**src/rtl/mod_counter_chain.sv**
```systemverilog
// mod_counter_chain: cascade of N modulo counters with per-stage moduli,
// up/down direction, synchronous parallel load and stop-at-terminal mode.
// Stage 0 is least significant; each stage's carry/borrow enables the next.
module mod_counter_chain #(
  parameter int unsigned N     = 4,
  parameter int unsigned W     = 8,
  parameter int unsigned M [N] = '{10, 60, 60, 24}
) (
  input  logic                  i_clk,
  input  logic                  i_rst,
  input  logic                  i_en,
  input  logic                  i_dir,
  input  logic                  i_load,
  input  logic [N-1:0][W-1:0]   i_load_val,
  input  logic                  i_stop,
  output logic [N-1:0][W-1:0]   o_cnt,
  output logic [N-1:0]          o_co,
  output logic                  o_tc,
  output logic                  o_done
);

  localparam int unsigned WL = W + 1;

  logic [N-1:0][W-1:0] r_cnt;
  logic                r_done;
  logic [N-1:0][W-1:0] w_nxt;
  logic [N-1:0][W-1:0] w_ld;
  logic [N-1:0]        w_co;
  logic                w_tc;

  // Ripple the enable through all stages in one cycle and form next values
  always_comb begin : p_chain
    logic v_en;
    logic v_term;
    logic v_co;
    w_nxt = r_cnt;
    w_ld  = '0;
    w_co  = '0;
    v_en  = i_en & ~r_done;
    for (int i = 0; i < int'(N); i++) begin
      v_term = i_dir ? (r_cnt[i] == '0) : (r_cnt[i] == W'(M[i] - 1));
      v_co   = v_en & v_term;
      w_co[i] = v_co;
      if (v_en) begin
        if (i_dir) begin
          w_nxt[i] = v_term ? W'(M[i] - 1) : (r_cnt[i] - W'(1));
        end else begin
          w_nxt[i] = v_term ? '0 : (r_cnt[i] + W'(1));
        end
      end
      // out-of-range load values clamp to the stage maximum
      w_ld[i] = ({1'b0, i_load_val[i]} >= WL'(M[i])) ? W'(M[i] - 1) : i_load_val[i];
      v_en = v_co;
    end
  end

  assign w_tc = w_co[N-1];

  // State update: reset > load > hold-at-terminal > count
  always_ff @(posedge i_clk) begin
    if (i_rst) begin
      r_cnt  <= '0;
      r_done <= 1'b0;
    end else if (i_load) begin
      r_cnt  <= w_ld;
      r_done <= 1'b0;
    end else if (i_stop && w_tc) begin
      r_done <= 1'b1;
    end else begin
      r_cnt <= w_nxt;
    end
  end

  assign o_cnt  = r_cnt;
  assign o_done = r_done;
  assign o_co   = w_co;
  assign o_tc   = w_tc;

endmodule

```
**config.mk**
```make
export PLATFORM = sky130hd
export DESIGN_NAME = mod_counter_chain
export DESIGN_NICKNAME = d
export VERILOG_FILES = /design/src/rtl/mod_counter_chain.sv
export SDC_FILE = /design/constraint.sdc
export NUM_CORES = 1
export LEC_CHECK = 0
export ABC_AREA = 1
export CAP_MARGIN = 30
export CORE_MARGIN = 2
export CORE_UTILIZATION = 30
export DETAILED_ROUTE_END_ITERATION = 6
export PLACE_DENSITY = 0.55
export SLEW_MARGIN = 20
export SYNTH_ARGS = -nofsm -noshare
export SYNTH_HDL_FRONTEND = slang
export SYNTH_SLANG_ARGS = --single-unit
```
**constraint.sdc**
```tcl
create_clock -name i_clk -period 2.1 [get_ports i_clk]
set_input_delay 0.42 -clock i_clk [delete_from_list [all_inputs] [get_ports i_clk]]
set_output_delay 0.42 -clock i_clk [all_outputs]
set_load 0.01 [all_outputs]
```
==> out/metrics.cfg, run 1 <==
[drt]
route.detailed.drc = 0
avgRoutedWirePerCell_um = 13.9
viasPerCell = 4.91
routed_wl_mm = 12.0
routed-via-count = 4252
drt-initial-drc-count = 246
dr.pass1.iters = 5
antenna_left = 0

[cells_and_area]
final_common_cell = buf_4
final_cell_mix = buf_4, nand2_1, nor2_1
drive_gt1_share_pct = 28.5
nNetsFinal = 774
syn2layout_area_growth_pct = 60.4
antenna_cells = 0

[timing]
hold_viol = 0
min_period_over_period_pct = 96.8
finalClockSkew_ns = 0.0117
rsz0062_at_grt = true
worst_pin_slew_ns = 0.434
setup_violations = 0
setup_slack_ns = 0.0673
slew_violations = 0
period_needed_ns = 2.03
relSlewSlack_pct = 71.1
fin_setup_tns_ns = 0
fmax_mhz = 492

[clocking]
clk_pin_slew_ns = 0.08
cts_max_path_buffers = 2
h-tree-depth = 2
clock_sinks = 33
numCtsBuffers = 5
root_buffer = clkbuf_8
clock_latency_ns = 0.29
hold_buffers = 0
cts_tree = done

[pwr]
power_leakage_uw = 0.00247
power.share.switching_pct = 37.4
p_seq_share_pct = 29.8
ir_worst_vdd_mv = 0.191
pwr-share-clk_pct = 21.6
p_per_area_nw_per_um2 = 458
power.switching_uw = 913
finalPower_uw = 2440
internal_power_uw = 1530
combinationalPowerShare_pct = 48.6

[synth]
postSynthCellCount = 545
synth-edff-count = 0
ys_seq_elements = 33
ys_types = 45
async_flop_share_pct = 0
synthFlopType = dfxtp_1
synth-seq-area-share_pct = 19.9
syn_nets = 593
avgSynthCellArea_um2 = 6.09
yosysWarnings = 0
syn_area_um2 = 3320

[global_route]
first_global_vias = 4042
grt-ovfl-total = 0
antenna_found_initial = 0
grt_max_degree = 31
grtUsageTotal_pct = 20.2
grt_pass1_wl_mm = 19.3

[worst_setup_path]
start_kind = flip-flop
worstPathRequired_ns = 1.68
r2r_cells = 15
critPathMaxFanout = 4
crit_path_max_incr_delay_ns = 0.38
critical_path.cell_chain = inv_4, ha_4, nand3_4, o21ai_4, nand2_4, nor2_8, nand2_4, nor2_4, buf_6
end_kind = output pin
r2r-end = o_cnt[21]
reg2reg_slack_ns = 0.10
timing.rr.start = o_cnt[16]
worstSetupPathType = flip-flop to output pin
cpMaxStageDelayCell = dfxtp_4
cpMostUsedCell = nand2_4
critPathLaunch = o_cnt[9]
worst_ep_arrival_time_ns = 1.61

[die]
core-area_um2 = 10800
die_y_um = 109
io_pins = 76
row_count = 38
dieArea_um2 = 11900
start_util_pct = 30.6
die_x_um = 109

[min_path]
hold_path_depth = 2
hold_path_class = flip-flop to flip-flop
holdPathEnd = o_done
holdCritStartpoint = o_done

[placement]
dp_hpwl_mm = 8.97
portBuffers = 75
place_congestion = 0.918
preCtsSetupSlack_ns = -0.630

[status]
status = completed

[job]
drv_cap = 0

-- cell usage after synthesis, drive strengths merged, types with 6 or more instances --
cell type / instances / area, µm²
nand4: 19 / 134
clkbuf: 9 / 35.0
nand3: 63 / 348
o21ai: 44 / 231
inv: 66 / 248
nor2: 94 / 389
nand2: 115 / 492
dfxtp: 33 / 661
buf: 14 / 104
xor2: 21 / 184
a21oi: 23 / 115
ha: 10 / 125
nor3: 6 / 30.0
-- per-stage QoR --
| stage | hold slack [ns] | std cells | util [%] | area (µm²) |
|---|---|---|---|---|
| 3_5_place_dp | 0.500 | 835 | 44.8 | 4860 |
| 3_3_place_gp | 0.500 | 835 | 44.8 | 4860 |
| 5_1_grt | 0.527 | 866 | 49.1 | 5330 |
| 4_1_cts | 0.512 | 856 | 47.2 | 5120 |
| 2_1_floorplan | 0.501 | 545 | - | 3320 |
| 6_report | 0.510 | 866 | 49.1 | 5330 |
-- layer usage --
metal | up-vias | wire length, µm | global-route usage [%]
met1 | 1973 | 5570 | 26.8
met4 | 0 | 156 | 6.24
li1 | 2146 | - | -
met5 | - | 0 | 0
met3 | 20 | 627 | 3.17
met2 | 113 | 5670 | 33.5
-- critical path: cells and delay by family, from the launching register on --
kind	cells	cell delay (ns)
buffers and inverters	2	0.17
AND/OR/NAND/NOR	5	0.45
flip-flops	1	0.38
adder cells (fa/ha/maj)	1	0.13
AO/OA/AOI/OAI	1	0.18
-- sequential cells by signal (all words and copies together) (netlist names) --
signal,cells
o_cnt,32
o_done,1
-- worst max-delay path by stage --
stage	to	slack, ns	cells after the start
finish	o_tc	0.07	9
global route	o_tc	-0.02	9
CTS	o_tc	0.01	9
detailed placement	o_tc	-0.63	10
global placement	o_co[3]	-0.61	10
floorplan	o_co[3]	0.03	9
-- layout make-up --
cell class              count  area, µm²
clock buffers               7       86.3
fillers                  1111       5520
inverters                  68        270
multi-input cells         422       2430
flip-flops and latches     33        679
well taps                 140        175
repair buffers            196       1690
-- power by group through the flow --
stage                     Sequential, µW  Clock [µW]  Combinational (µW)
after floorplan                      760           0                 541
after detailed placement             733           0                1060
final                                727         527                1190
after CTS                            722         546                1120
after global routing                 735         575                1300
after global placement               731           0                1060
-- cell families (layout without fill, tap and decap cells) --
| logic type | after synthesis | in the layout | share of synthesized area (%) |
|---|---|---|---|
| DFF | 33 | 33 | 19.9 |
| and+or+nand+nor | 300 | 301 | 42.6 |
| xor gates and xnor gates | 23 | 23 | 6.07 |
| buffers and inverters | 91 | 271 | 12.0 |
| muxes | 1 | 1 | 0.302 |
| adders and majority gates | 10 | 10 | 3.77 |
| AOI/OAI and AO/OA | 87 | 87 | 15.3 |
-- timing repair --
item,CTS,global route
setup buffers,14,9
hold endpoints to repair,0,0
cloned,0,2
gates resized for setup,49,39
pin swaps,11,26
setup endpoints to repair,37,33
(Power assumes the default switching activity.)
==> run 2: changes to the inputs <==
PLACE_DENSITY = 0.57   (was 0.55)
SLEW_MARGIN = unset   (was 20)
clock period = 1.75 ns   (was 2.1 ns; I/O delays follow)
==> out/metrics.cfg, run 2 (synthesis results as in run 1) <==
[pwr]
pwr-share-clk_pct = 21.2
p_seq_share_pct = 28.8
internal_power_uw = 1900
power_leakage_uw = 0.00274
ir_worst_vdd_mv = 0.364
combinationalPowerShare_pct = 50.0
p_per_area_nw_per_um2 = 525
power.share.switching_pct = 38.0
power.switching_uw = 1160

[drt]
drt-initial-drc-count = 189
antenna_left = 0
routed_wl_mm = 12.5
route.detailed.drc = 0
avgRoutedWirePerCell_um = 14.0
dr.pass1.iters = 5
routed-via-count = 4386
viasPerCell = 4.92

[clocking]
clock_sinks = 33
cts_tree = done
clk_pin_slew_ns = 0.09
numCtsBuffers = 5
cts_max_path_buffers = 2
clock_latency_ns = 0.30
root_buffer = clkbuf_8
hold_buffers = 0
h-tree-depth = 2

[timing]
min_period_over_period_pct = 116
finalClockSkew_ns = 0.0160
relSlewSlack_pct = 69.6
fmax_mhz = 491
hold_viol = 0
rsz0062_at_grt = true
whs_ns = 0.510
slew_violations = 0
setup_slack_ns = -0.289
worst_pin_slew_ns = 0.455
period_needed_ns = 2.04
setup_violations = 38

[status]
violations = negative setup slack
status = finished, violations left

[worst_setup_path]
r2r_cells = 14
worstSetupPathType = flip-flop to flip-flop
reg2reg_slack_ns = -0.29
timing.rr.start = o_cnt[9]
crit_path_max_incr_delay_ns = 0.38
end_kind = flip-flop
critPathLaunch = o_cnt[9]
cpMostUsedCell = buf_6
critical_path.cell_chain = inv_4, ha_4, nand3_4, o21ai_4, nand2_4, nor2_8, buf_6, buf_6, nand4_4, buf_12, nand2_8, nand3b_1, nand2_1, nor2_1
worst_ep_arrival_time_ns = 2.22
worstPathRequired_ns = 1.93
start_kind = flip-flop
cpMaxStageDelayCell = dfxtp_4
r2r-end = o_cnt[2]
crit_end = o_cnt[2]
critPathMaxFanout = 7

[cells_and_area]
drive_gt1_share_pct = 38.7
finalCoreUtilization_pct = 53.8
nNetsFinal = 799
syn2layout_area_growth_pct = 75.6
final_cell_mix = buf_4, nand2_1, nor2_1
final_common_cell = buf_4
antenna_cells = 0
largest_reg_flops = 32

[placement]
place_congestion = 0.914
preCtsSetupSlack_ns = -0.893
dp_hpwl_mm = 9.16
portBuffers = 75

[die]
start_util_pct = 30.6
die_x_um = 109
dieArea_um2 = 11900
core-area_um2 = 10800
row_count = 38
die_y_um = 109
io_pins = 76

[global_route]
grt-ovfl-total = 0
grtUsageTotal_pct = 21.1
grt_max_degree = 17
first_global_vias = 4139
grt_pass1_wl_mm = 19.9
antenna_found_initial = 0

[min_path]
hold_path_class = flip-flop to flip-flop
hold_path_depth = 2

[job]
drv_cap = 0

-- run 2: worst min path at each step --
| stage | startpoint | endpoint | slack [ns] |
|---|---|---|---|
| after floorplan | o_done | o_done | 0.50 |
| after global placement | o_cnt[8] | o_cnt[8] | 0.53 |
| after detailed placement | o_cnt[9] | o_cnt[9] | 0.54 |
| after CTS | o_cnt[29] | o_cnt[29] | 0.52 |
| after global routing | o_cnt[29] | o_cnt[29] | 0.53 |
| final | o_cnt[29] | o_cnt[29] | 0.51 |
-- run 2: timing repair --
action / in CTS / in global routing
setup endpoints to repair: 46 / 47
gates resized for setup: 73 / 88
cloned: 2 / 1
setup buffers: 8 / 11
pin swaps: 18 / 44
-- run 2: area by class of cell --
type	instances	area [µm²]
clock buffer	8	90.1
multi-input combinational	423	2660
fill	1070	5010
tap	140	175
inverter	68	288
timing repair buffer	220	1920
sequential	33	703
-- run 2: power groups by stage --
| stage | clock network [µW] | logic (µW) | registers, µW |
|---|---|---|---|
| floorplan | 0 | 667 | 919 |
| global placement | 0 | 1350 | 881 |
| detailed placement | 0 | 1350 | 882 |
| CTS | 669 | 1440 | 875 |
| global route | 699 | 1680 | 890 |
| finish | 650 | 1530 | 881 |
-- run 2: per-stage QoR --
step                      total power (µW)  setup TNS, ns  cells  instance area [µm²]
final                                 3060          -8.04    892                 5830
after floorplan                       1590         -0.103    545                 3410
after global placement                2230         -26.05    864                 5150
after CTS                             2980          -5.55    882                 5480
after global routing                  3270         -10.65    892                 5830
after detailed placement              2240         -27.24    864                 5150
-- run 2: critical path, delay by kind of cell (launching register included) --
family	cells	cell delay (ns)
AO/OA/AOI/OAI	1	0.17
adder cells (fa/ha/maj)	1	0.14
buffers and inverters	4	0.48
flip-flops	1	0.38
AND/OR/NAND/NOR	8	0.74
-- run 2: routing by layer --
metal / routed length (µm) / track usage [%] / share of wire (%) / vias to the layer above
met5: 0 / 0 / 0 / -
met4: 170 / 5.88 / 1.4 / 0
met3: 656 / 2.57 / 5.3 / 18
met2: 6000 / 36.4 / 48 / 140
met1: 5660 / 27.7 / 45 / 2032
li1: - / - / - / 2196
